[config.mk]
export PLATFORM = sky130hd
export DESIGN_NAME = spi_reg_bus_bridge
export DESIGN_NICKNAME = d
export VERILOG_FILES = /design/src/rtl/spi_reg_bus_bridge.sv
export SDC_FILE = /design/constraint.sdc
export NUM_CORES = 1
export LEC_CHECK = 0
export ABC_CLOCK_PERIOD_IN_PS = 5400
export BUFFER_PORTS_ARGS = -buffer_cell sky130_fd_sc_hd__clkbuf_2
export CAP_MARGIN = 5
export CORE_MARGIN = 3
export CORE_UTILIZATION = 54
export CTS_CLUSTER_SIZE = 28
export DETAILED_ROUTE_END_ITERATION = 12
export GPL_TIMING_DRIVEN = 1
export PLACE_DENSITY_LB_ADDON = 0.08
export SLEW_MARGIN = 20
export SYNTH_ARGS = -nofsm -noshare
export SYNTH_HDL_FRONTEND = slang
export SYNTH_SLANG_ARGS = --single-unit
[constraint.sdc]
create_clock -name clk -period 5.4 [get_ports clk]
set_clock_uncertainty 0.05 [all_clocks]
set_input_delay 1.08 -clock clk [delete_from_list [all_inputs] [get_ports clk]]
set_output_delay 1.08 -clock clk [all_outputs]
set_load 0.03 [all_outputs]
[src/rtl/spi_reg_bus_bridge.sv]
// Bridges decoded SPI register transactions onto a TinyQV-style peripheral bus,
// with a watchdog that aborts unacknowledged accesses and flags a sticky error.
module spi_reg_bus_bridge #(
    parameter int ADDR_W  = 6,
    parameter int REG_W   = 32,
    parameter int TIMEOUT = 255
) (
    input  logic              clk,
    input  logic              rst,
    input  logic              ena,
    input  logic [ADDR_W-1:0] reg_addr,
    input  logic              reg_rw,
    input  logic [1:0]        txn_width,
    input  logic [REG_W-1:0]  reg_data_o,
    input  logic              reg_data_o_dv,
    input  logic              reg_addr_v,
    output logic [REG_W-1:0]  reg_data_i,
    output logic              reg_data_i_dv,
    output logic [ADDR_W-1:0] bus_addr,
    output logic [REG_W-1:0]  bus_data_out,
    output logic [1:0]        bus_data_write_n,
    output logic [1:0]        bus_data_read_n,
    input  logic [REG_W-1:0]  bus_data_in,
    input  logic              bus_data_ready,
    output logic              err_timeout,
    input  logic              err_clear
);

    typedef enum logic [2:0] {
        S_IDLE,
        S_WRITE,
        S_READ,
        S_RESP,
        S_DRAIN
    } state_t;

    localparam logic [7:0] WD_LAST = 8'(TIMEOUT - 1);

    state_t            state, state_nx;
    logic [1:0]        width, width_nx;
    logic [7:0]        wd_cnt, wd_cnt_nx;
    logic [ADDR_W-1:0] addr_nx;
    logic [REG_W-1:0]  wdata_nx;
    logic [REG_W-1:0]  rdata_nx;
    logic [1:0]        wr_n_nx, rd_n_nx;
    logic              dv_nx;
    logic              err_nx;

    function automatic logic [REG_W-1:0] mask_width(input logic [1:0] w, input logic [REG_W-1:0] d);
        logic [REG_W-1:0] m;
        case (w)
            2'b00:   m = {{(REG_W-8){1'b0}}, d[7:0]};
            2'b01:   m = {{(REG_W-16){1'b0}}, d[15:0]};
            default: m = d;
        endcase
        return m;
    endfunction

    // Strobes are registered: the comb block computes the value they take after this edge.
    always_comb begin
        state_nx  = state;
        width_nx  = width;
        wd_cnt_nx = wd_cnt;
        addr_nx   = bus_addr;
        wdata_nx  = bus_data_out;
        rdata_nx  = reg_data_i;
        wr_n_nx   = 2'b11;
        rd_n_nx   = 2'b11;
        dv_nx     = 1'b0;
        err_nx    = err_timeout & ~err_clear;

        case (state)
            S_IDLE: begin
                if (reg_data_o_dv) begin
                    addr_nx  = reg_addr;
                    wdata_nx = reg_data_o;
                    width_nx = txn_width;
                    if (txn_width != 2'b11) begin
                        state_nx  = S_WRITE;
                        wr_n_nx   = txn_width;
                        wd_cnt_nx = '0;
                    end
                end else if (reg_addr_v && !reg_rw) begin
                    addr_nx  = reg_addr;
                    width_nx = txn_width;
                    if (txn_width == 2'b11) begin
                        state_nx = S_RESP;
                        rdata_nx = '0;
                        dv_nx    = 1'b1;
                    end else begin
                        state_nx  = S_READ;
                        rd_n_nx   = txn_width;
                        wd_cnt_nx = '0;
                    end
                end
            end
            S_WRITE: begin
                if (bus_data_ready) begin
                    state_nx = S_IDLE;
                end else if (wd_cnt == WD_LAST) begin
                    state_nx = S_IDLE;
                    err_nx   = 1'b1;
                end else begin
                    wr_n_nx   = width;
                    wd_cnt_nx = wd_cnt + 8'd1;
                end
            end
            S_READ: begin
                if (bus_data_ready) begin
                    state_nx = S_RESP;
                    rdata_nx = mask_width(width, bus_data_in);
                    dv_nx    = 1'b1;
                end else if (wd_cnt == WD_LAST) begin
                    state_nx = S_RESP;
                    rdata_nx = '1;
                    dv_nx    = 1'b1;
                    err_nx   = 1'b1;
                end else begin
                    rd_n_nx   = width;
                    wd_cnt_nx = wd_cnt + 8'd1;
                end
            end
            S_RESP: begin
                state_nx = S_DRAIN;
            end
            S_DRAIN: begin
                if (!reg_addr_v) begin
                    state_nx = S_IDLE;
                end
            end
            default: begin
                state_nx = S_IDLE;
            end
        endcase
    end

    always_ff @(posedge clk) begin
        if (rst) begin
            state            <= S_IDLE;
            width            <= 2'b11;
            wd_cnt           <= '0;
            bus_addr         <= '0;
            bus_data_out     <= '0;
            reg_data_i       <= '0;
            reg_data_i_dv    <= 1'b0;
            bus_data_write_n <= 2'b11;
            bus_data_read_n  <= 2'b11;
            err_timeout      <= 1'b0;
        end else if (ena) begin
            state            <= state_nx;
            width            <= width_nx;
            wd_cnt           <= wd_cnt_nx;
            bus_addr         <= addr_nx;
            bus_data_out     <= wdata_nx;
            reg_data_i       <= rdata_nx;
            reg_data_i_dv    <= dv_nx;
            bus_data_write_n <= wr_n_nx;
            bus_data_read_n  <= rd_n_nx;
            err_timeout      <= err_nx;
        end
    end

endmodule

==> impl_metrics.json, run 1 <==
{
  "synth_area_per_cell_um2": 8.63,
  "top_level_ports": 156,
  "cts_setup_buffers": 0,
  "rows": 31,
  "synth_edf_count": 0,
  "area_delta_synth_final_pct": 22.7,
  "dr.pass1.iters": 4,
  "path_class": "in -> reg",
  "crit_buf_inv": 2,
  "cts_inserted_buffers": 9,
  "dp_hpwl_mm": 7.73,
  "regArea_mm2": 0.00178,
  "routabilityCongestion": 0.883,
  "synth-adder-area-share": 0.00585,
  "clk_latency_ns": 0.35,
  "final_cells": 726,
  "postRouteAntennaNets": 0,
  "dr_wl_met3_um": 828,
  "yosysMostFrequentCell": "dfxtp_1",
  "synthMuxAreaShare": 0.0210,
  "slew_viol_final": 0,
  "synth_top_area_share": 0.416,
  "arrival_ns": 3.17,
  "fin_crit_sh": 0.540,
  "grt_max_degree": 60,
  "portBuffers": 155,
  "min_period_ns": 2.92,
  "wl_per_cell_um": 15.6,
  "grt_usage": 0.247,
  "synth_top_family_by_area": "simple AND/OR/NAND/NOR gates",
  "antenna_found_initial": 0,
  "crit_path_cell_trace": "clkbuf_2, or3b_1, nor3_4, buf_8, a221o_1",
  "synth_cell_type_count": 54,
  "min_to": "bus_data_out[5]",
  "synth_cells": 496,
  "synthArstFlopShare": 0,
  "tightest_slew_ns": 1.04,
  "yosys_warnings": 0,
  "nets": 704,
  "clock-sinks": 89,
  "start_util": 0.572,
  "drt-met1-wl_mm": 4.87,
  "synth_simple_gate_area_frac": 0.258,
  "clk_pin_slew_ns": 0.09,
  "netlist_area_mm2": 0.00428,
  "seq_area_frac_synth": 0.416,
  "syn-num-nets": 578,
  "drt_iter0_drc": 244,
  "viasPerCell": 5.69,
  "cts.repair.resized": 0,
  "holdBufCountCts": 0,
  "vias": 4131,
  "synth.largest_area_cell": "dfxtp_1",
  "cpPeakStageDelay_ns": 0.81,
  "dr.max_layer_used": "met4",
  "postSynth.topFlopCell": "dfxtp_1",
  "critPathRequiredTime_ns": 5.65,
  "p_leak_uw": 0.00238,
  "cap_viol_max_count": 0,
  "r2r_cells": 4,
  "grt_pass1_wl_mm": 17.7,
  "path_max_fanout": 37,
  "tns_ns": 0,
  "fmax_mhz": 343,
  "cts_root_buf": "clkbuf_8",
  "hold_viol_final": 0,
  "synth_commonest_cells": "89 x dfxtp_1, 80 x nand2_1, 38 x a21oi_1, 33 x and2_1",
  "h-tree-depth": 3,
  "cts_tree": "yes",
  "first_global_vias": 3710,
  "cts_buffer_depth": 2,
  "die_x_um": 95.0,
  "worstSetupStartpointType": "input port",
  "r2r_slack_ns": 2.93,
  "wl_mm": 11.3,
  "setup_viol": 0,
  "crit_family": "simple AND/OR/NAND/NOR gates",
  "gr-total-overflow": 0,
  "min_path_cells": 2,
  "worstHoldStart": "bus_data_out[5]",
  "slew_headroom": 0.304,
  "dieArea_mm2": 0.00903,
  "synth-compound-area-share": 0.243,
  "rsz0062_at_grt": "false",
  "core_mm2": 0.00749,
  "place_inst": 708,
  "slowest_stage": "or3b_1",
  "die_h_um": 95.0,
  "synth-seq-cells": 89,
  "met2WireLength_mm": 5.53,
  "status": "finished, final reports clean",
  "hold_path_class": "reg -> reg",
  "fillers": 640,
  "drive_above_1_share": 0.322,
  "diodes": 0,
  "multi_input_area_mm2": 0.00229,
  "route.detailed.drc": 0,
  "r2r-start": "state[2]",
  "cp-end-kind": "flop",
  "synth-xor-area-share": 0.00205,
  "reg2reg_to": "reg_data_i[22]",
  "power.density_mw_per_mm2": 283,
  "vdd_drop_max_mv": 0.194,
  "yosys-top-cells-area": "dfxtp_1 42%, a221o_1 7.5%, nand2_1 7.0%"
}
[layout make-up]
class	count	share of cell area
clock inverters	7	0.0160
multi-input cells	357	0.436
well taps	99	0.0236
repair buffers	159	0.158
flip-flops and latches	89	0.339
clock buffers	9	0.0236
inverters	6	0.00429
[flip-flops by register name, indices dropped and copies added, names as in the netlist]
name	count
bus_addr	6
bus_data_out	32
bus_data_read_n	2
bus_data_write_n	2
err_timeout	1
reg_data_i	32
reg_data_i_dv	1
state	3
wd_cnt	8
width	2
[how the worst max path moves through the flow]
stage / from / end / slack [ns] / depth (start not counted)
after floorplan: ena / width[1] / 2.94 / 7
after global placement: ena / reg_data_i[23] / 1.82 / 4
after detailed placement: ena / reg_data_i[2] / 1.78 / 4
after CTS: ena / reg_data_i[2] / 2.18 / 4
after global routing: ena / reg_data_i[24] / 2.37 / 5
final: ena / reg_data_i[22] / 2.48 / 5
[placed cells by master, fill, tap and decap left out, types with 6 or more instances in the layout]
| cell | instances |
|---|---|
| nor2b_1 | 32 |
| o21ai_0 | 8 |
| clkbuf_8 | 9 |
| a31o_2 | 16 |
| nand3_1 | 8 |
| and2_1 | 33 |
| clkbuf_2 | 155 |
| a21oi_1 | 38 |
| nand2b_1 | 12 |
| dfxtp_1 | 89 |
| nand2_1 | 80 |
| o211ai_1 | 8 |
| mux2i_1 | 9 |
| inv_1 | 6 |
| nor2_1 | 16 |
| a21o_1 | 8 |
| a221o_1 | 32 |
[power by group]
group	internal [uW]	leakage, uW	switching (uW)
Clock	223	0.000103	260
Combinational	103	0.00155	184
Sequential	690	0.000723	28.0
Total	1020	0.00238	473
[through the flow]
step | utilization | power [uW] | area, um^2 | hold slack (ns) | setup WS [ns]
after floorplan | - | 931 | 4280 | 0.418 | 2.94
after global placement | 0.668 | 1010 | 5000 | 0.391 | 1.82
after detailed placement | 0.670 | 1020 | 5010 | 0.395 | 1.78
final | 0.702 | 1490 | 5250 | 0.406 | 2.48
after CTS | 0.698 | 1500 | 5220 | 0.410 | 2.18
after global routing | 0.702 | 1550 | 5250 | 0.427 | 2.37
[logic make-up after synthesis]
group | count (synthesis)
simple gates | 208
buf+inv | 50
xor+xnor | 1
mux | 9
flops | 89
compound gates | 137
fa+ha+maj | 2
[tightest hold or removal path: stages, from the launching register on]
cell	delay (ns)
dfxtp_1	0.32
nand2_1	0.05
a21oi_1	0.05
[layer usage]
| metal | up-vias | track usage |
|---|---|---|
| li1 | 2032 | - |
| met1 | 1921 | 0.327 |
| met2 | 167 | 0.412 |
| met3 | 11 | 0.0474 |
| met4 | 0 | 0.0661 |
| met5 | - | 0 |
Note: power is estimated with default switching activity, not from simulation.
==> run 2: changes to the inputs <==
ABC_CLOCK_PERIOD_IN_PS = 2420   (was 5400)
CORE_UTILIZATION = 45   (was 54)
clock period = 2.42 ns   (was 5.4 ns; I/O delays follow)
==> impl_metrics.json, run 2 (synthesized netlist as in run 1, its figures left out) <==
{
  "path_class": "reg -> reg",
  "antenna_found_initial": 0,
  "vias": 4151,
  "slew_viol_final": 0,
  "slowest_stage": "o31ai_1",
  "postRouteAntennaNets": 0,
  "power.density_mw_per_mm2": 622,
  "fin_hold_ws_ns": 0.284,
  "crit_path_cell_trace": "or3_1, o31ai_1, a2111oi_2, o221a_2",
  "setup_viol": 0,
  "cts_setup_buffers": 0,
  "tightest_slew_ns": 1.08,
  "holdBufCountCts": 0,
  "final_common_cell": "clkbuf_2",
  "fmax_mhz": 503,
  "swShare": 0.315,
  "portBuffers": 155,
  "hold_viol_final": 0,
  "start_util": 0.477,
  "path_max_fanout": 12,
  "wl_per_cell_um": 15.3,
  "vdd_drop_max_mv": 0.334,
  "top_level_ports": 156,
  "cts_tree": "yes",
  "rsz0062_at_grt": "false",
  "dp_hpwl_mm": 8.17,
  "area_delta_synth_final_pct": 24.7,
  "clk_latency_ns": 0.35,
  "cap_viol_max_count": 0,
  "clkPwrFrac": 0.320,
  "cp-end-kind": "flop",
  "dr.pass1.iters": 4,
  "mostFrequentLayoutCells": "154 x clkbuf_2, 89 x dfxtp_1, 80 x nand2_1, 38 x a21oi_1, 33 x and2_1",
  "min_period_ns": 1.99,
  "hold_path_class": "in -> reg",
  "r2r_cells": 4,
  "routabilityCongestion": 0.843,
  "first_global_vias": 3893,
  "largest_registers": "bus_data_out (32), reg_data_i (32), wd_cnt (8)",
  "gr-total-overflow": 0,
  "clock-sinks": 89,
  "dieArea_mm2": 0.0107,
  "grt_usage": 0.215,
  "cpPeakStageDelay_ns": 0.52,
  "grt_max_degree": 37,
  "critPathRequiredTime_ns": 2.61,
  "worstSetupStartpointType": "flop",
  "die_x_um": 104,
  "arrival_ns": 2.18,
  "p_sw_uw": 1050,
  "cts_inserted_buffers": 9,
  "min_path_cells": 3,
  "p_int_uw": 2270,
  "drt_iter0_drc": 308,
  "status": "finished, final reports clean",
  "cts_buffer_depth": 2,
  "core_mm2": 0.00898,
  "route.detailed.drc": 0,
  "fin_crit_sh": 0.821,
  "grt_pass1_wl_mm": 19.6,
  "combPwrFrac": 0.197,
  "tns_ns": 0,
  "clk_pin_slew_ns": 0.10,
  "slew_headroom": 0.279,
  "cts_root_buf": "clkbuf_8",
  "cts.repair.resized": 0,
  "die_h_um": 104,
  "viasPerCell": 5.45,
  "diodes": 0,
  "nets": 712,
  "h-tree-depth": 3,
  "rows": 34,
  "power.share.sequential": 0.483,
  "drive_above_1_share": 0.328,
  "wl_mm": 11.7,
  "p_leak_uw": 0.00241
}
run 2: path summary, 6_finish.rpt:
kind	endpoint	slack, ns	start
min	bus_data_out[7]	0.28	reg_data_o[7]
max reg2reg	state[1]	0.43	state[0]
min reg2reg	bus_data_out[3]	0.41	bus_data_out[3]
max	state[1]	0.43	state[0]
run 2: stage by stage:
stage	util	power (uW)	cell area (um^2)	instances	worst slack (ns)
floorplan	-	2080	4280	496	0.552
global placement	0.571	2280	5120	744	0.280
detailed placement	0.572	2290	5140	745	0.305
CTS	0.595	3350	5340	761	0.442
global route	0.595	3500	5340	761	0.281
finish	0.595	3320	5340	761	0.432
run 2: final cells by class:
cell class              count  area [um^2]
well taps                 126          158
repair buffers            167          886
multi-input cells         357         2290
clock inverters             6         75.1
clock buffers              10          128
flip-flops and latches     89         1780
inverters                   6         22.5
fillers                   866         3640
run 2: power by group through the flow:
stage          registers [uW]  logic [uW]  clock network (uW)
2_1_floorplan            1740         339                   0
3_3_place_gp             1630         650                   0
3_5_place_dp             1640         656                   0
4_1_cts                  1600         657                1090
5_1_grt                  1610         719                1170
6_report                 1600         654                1060
run 2: worst max-delay path: cells and delay by family (launching register included):
kind / cells / cell delay, ns
flip-flops: 1 / 0.44
AO/OA/AOI/OAI: 3 / 0.89
AND/OR/NAND/NOR: 1 / 0.51
run 2: routing by layer:
metal  part of all wire  wire (um)  global-route usage  up-vias
li1                   -          -                   -     2036
met1               0.45       5290               0.294     1955
met2               0.47       5460               0.334      135
met3              0.056        651              0.0423       25
met4              0.022        262              0.0893        0
met5                  0          0                   0        -
==> run 3: changes to the inputs <==
ABC_CLOCK_PERIOD_IN_PS = 1700   (was 2420)
clock period = 1.7 ns   (was 2.42 ns; I/O delays follow)
==> impl_metrics.json, run 3 (synthesized netlist as in run 1, its figures left out) <==
{
  "status": "finished, violations left",
  "violations": "setup timing",
  "fillers": 781,
  "route.detailed.drc": 0,
  "min_period_ns": 1.81,
  "wl_mm": 12.6,
  "rows": 34,
  "worstSetupStartpointType": "flop",
  "vdd_drop_max_mv": 0.553,
  "min_to": "bus_data_out[13]",
  "final_cell_area_mm2": 0.00594,
  "rsz0062_at_grt": "true",
  "power.density_mw_per_mm2": 824,
  "grt_pass1_wl_mm": 20.2,
  "mostFrequentLayoutCells": "154 x clkbuf_2, 85 x dfxtp_1, 80 x nand2_1, 51 x buf_4, 35 x a21oi_1",
  "first_global_vias": 4081,
  "power.share.sequential": 0.462,
  "drive_above_1_share": 0.407,
  "antenna_found_initial": 1,
  "regArea_mm2": 0.00179,
  "p_leak_uw": 0.00274,
  "start_util": 0.477,
  "finalWorstSetupSlack_ns": -0.114,
  "dpl-instance-area_mm2": 0.00552,
  "die_x_um": 104,
  "dp_hpwl_mm": 8.75,
  "r2r_cells": 6,
  "cpPeakStageDelay_ns": 0.39,
  "path_max_fanout": 8,
  "slew_headroom": 0.694,
  "r2r_slack_ns": -0.11,
  "dr.pass1.iters": 4,
  "wl_per_cell_um": 15.5,
  "grt_max_degree": 37,
  "tightest_slew_ns": 0.458,
  "clkPwrFrac": 0.298,
  "diodes": 0,
  "routabilityCongestion": 0.858,
  "combPwrFrac": 0.240,
  "swShare": 0.331,
  "cts_inserted_buffers": 9,
  "clock-sinks": 89,
  "final_common_cell": "clkbuf_2",
  "hold_viol_final": 0,
  "finalPower_uw": 4900,
  "worstHoldStart": "reg_data_o[13]",
  "critPathRequiredTime_ns": 1.90,
  "p_sw_uw": 1620,
  "fin_crit_sh": 1.07,
  "holdBufCountCts": 0,
  "viasPerCell": 5.31,
  "slew_viol_final": 0,
  "dieArea_mm2": 0.0107,
  "postRouteAntennaNets": 0,
  "dp_slack_ns": -0.175,
  "hold_path_class": "in -> reg",
  "cts_buffer_depth": 2,
  "path_class": "reg -> reg",
  "grt_usage": 0.222,
  "multi_input_area_mm2": 0.00237,
  "cts_root_buf": "clkbuf_8",
  "h-tree-depth": 3,
  "clk_pin_slew_ns": 0.11,
  "cts_tree": "yes",
  "drt_iter0_drc": 187,
  "clk_latency_ns": 0.36,
  "cap_viol_max_count": 0,
  "vias": 4326,
  "die_h_um": 104,
  "crit_path_cell_trace": "ha_4, nand3_4, o21ba_4, o22a_4, clkbuf_16, a221o_1",
  "area_delta_synth_final_pct": 38.8,
  "tns_ns": -2.45,
  "arrival_ns": 2.02,
  "fmax_mhz": 551,
  "r2r-start": "wd_cnt[1]",
  "gr-total-overflow": 0,
  "top_level_ports": 156,
  "portBuffers": 155,
  "cp-end-kind": "flop",
  "min_path_cells": 3,
  "setup_viol": 35,
  "largest_registers": "bus_data_out (32), reg_data_i (32), wd_cnt (8)",
  "nets": 765,
  "p_int_uw": 3280,
  "reg2reg_to": "reg_data_i[28]",
  "core_mm2": 0.00898,
  "slowest_stage": "dfxtp_1"
}
-- run 3: cell count changes in the layout (fill, tap and decap cells not counted), moves of 3 or more --
cell,delta
a21oi_1,-3
a21oi_2,+3
buf_12,+5
buf_4,+41
buf_6,+5
clkbuf_16,+3
dfxtp_1,-4
dfxtp_2,+4
inv_8,+3
-- run 3: final cells by class --
class / instances / area share
tap: 126 / 0.0265
timing repair buffer: 220 / 0.237
sequential: 89 / 0.301
clock buffer: 9 / 0.0208
multi-input combinational: 357 / 0.399
inverter: 6 / 0.00379
clock inverter: 7 / 0.0120
-- run 3: worst max-delay path: cells and delay by family (launching register included) --
kind / cells / cell delay [ns]
AO/OA/AOI/OAI: 3 / 0.81
adder cells (fa/ha/maj): 1 / 0.16
buffers and inverters: 1 / 0.19
flip-flops: 1 / 0.39
AND/OR/NAND/NOR: 1 / 0.10
-- run 3: timing repair --
| item | 4_1_cts | 5_1_grt |
|---|---|---|
| pin swaps | 0 | 20 |
| gates resized for setup | 3 | 28 |
| setup endpoints to repair | 67 | 70 |
| buffers inserted | 0 | 2 |
| cloned | 0 | 7 |
-- run 3: power by group through the flow --
| stage | logic (uW) | registers (uW) | clock network (uW) |
|---|---|---|---|
| after floorplan | 483 | 2470 | 0 |
| after global placement | 1070 | 2300 | 0 |
| after detailed placement | 1080 | 2310 | 0 |
| after CTS | 1090 | 2260 | 1490 |
| after global routing | 1270 | 2280 | 1560 |
| final | 1180 | 2260 | 1460 |
-- run 3: routing by layer --
layer	routed length (um)	vias to the layer above	global-route usage
met5	13	-	0
met4	121	2	0.0655
met3	805	13	0.0379
met2	6170	133	0.371
met1	5510	2027	0.296
li1	-	2151	-
-- run 3: through the flow --
step | std cells | util | hold slack [ns]
2_1_floorplan | 496 | - | 0.415
3_3_place_gp | 789 | 0.615 | 0.391
3_5_place_dp | 789 | 0.615 | 0.396
4_1_cts | 805 | 0.639 | 0.126
5_1_grt | 814 | 0.662 | 0.131
6_report | 814 | 0.662 | 0.130
-- run 3: how the worst max path moves through the flow --
stage / from / endpoint / slack [ns] / depth (start not counted)
final: wd_cnt[1] / reg_data_i[28] / -0.11 / 6
after global routing: wd_cnt[1] / reg_data_i[4] / -0.16 / 6
after CTS: wd_cnt[0] / wd_cnt[5] / -0.09 / 7
after detailed placement: reg_addr_v / reg_data_i[28] / -0.18 / 6
after global placement: reg_addr_v / reg_data_i[26] / -0.07 / 6
after floorplan: wd_cnt[0] / reg_data_i[19] / -0.004 / 7
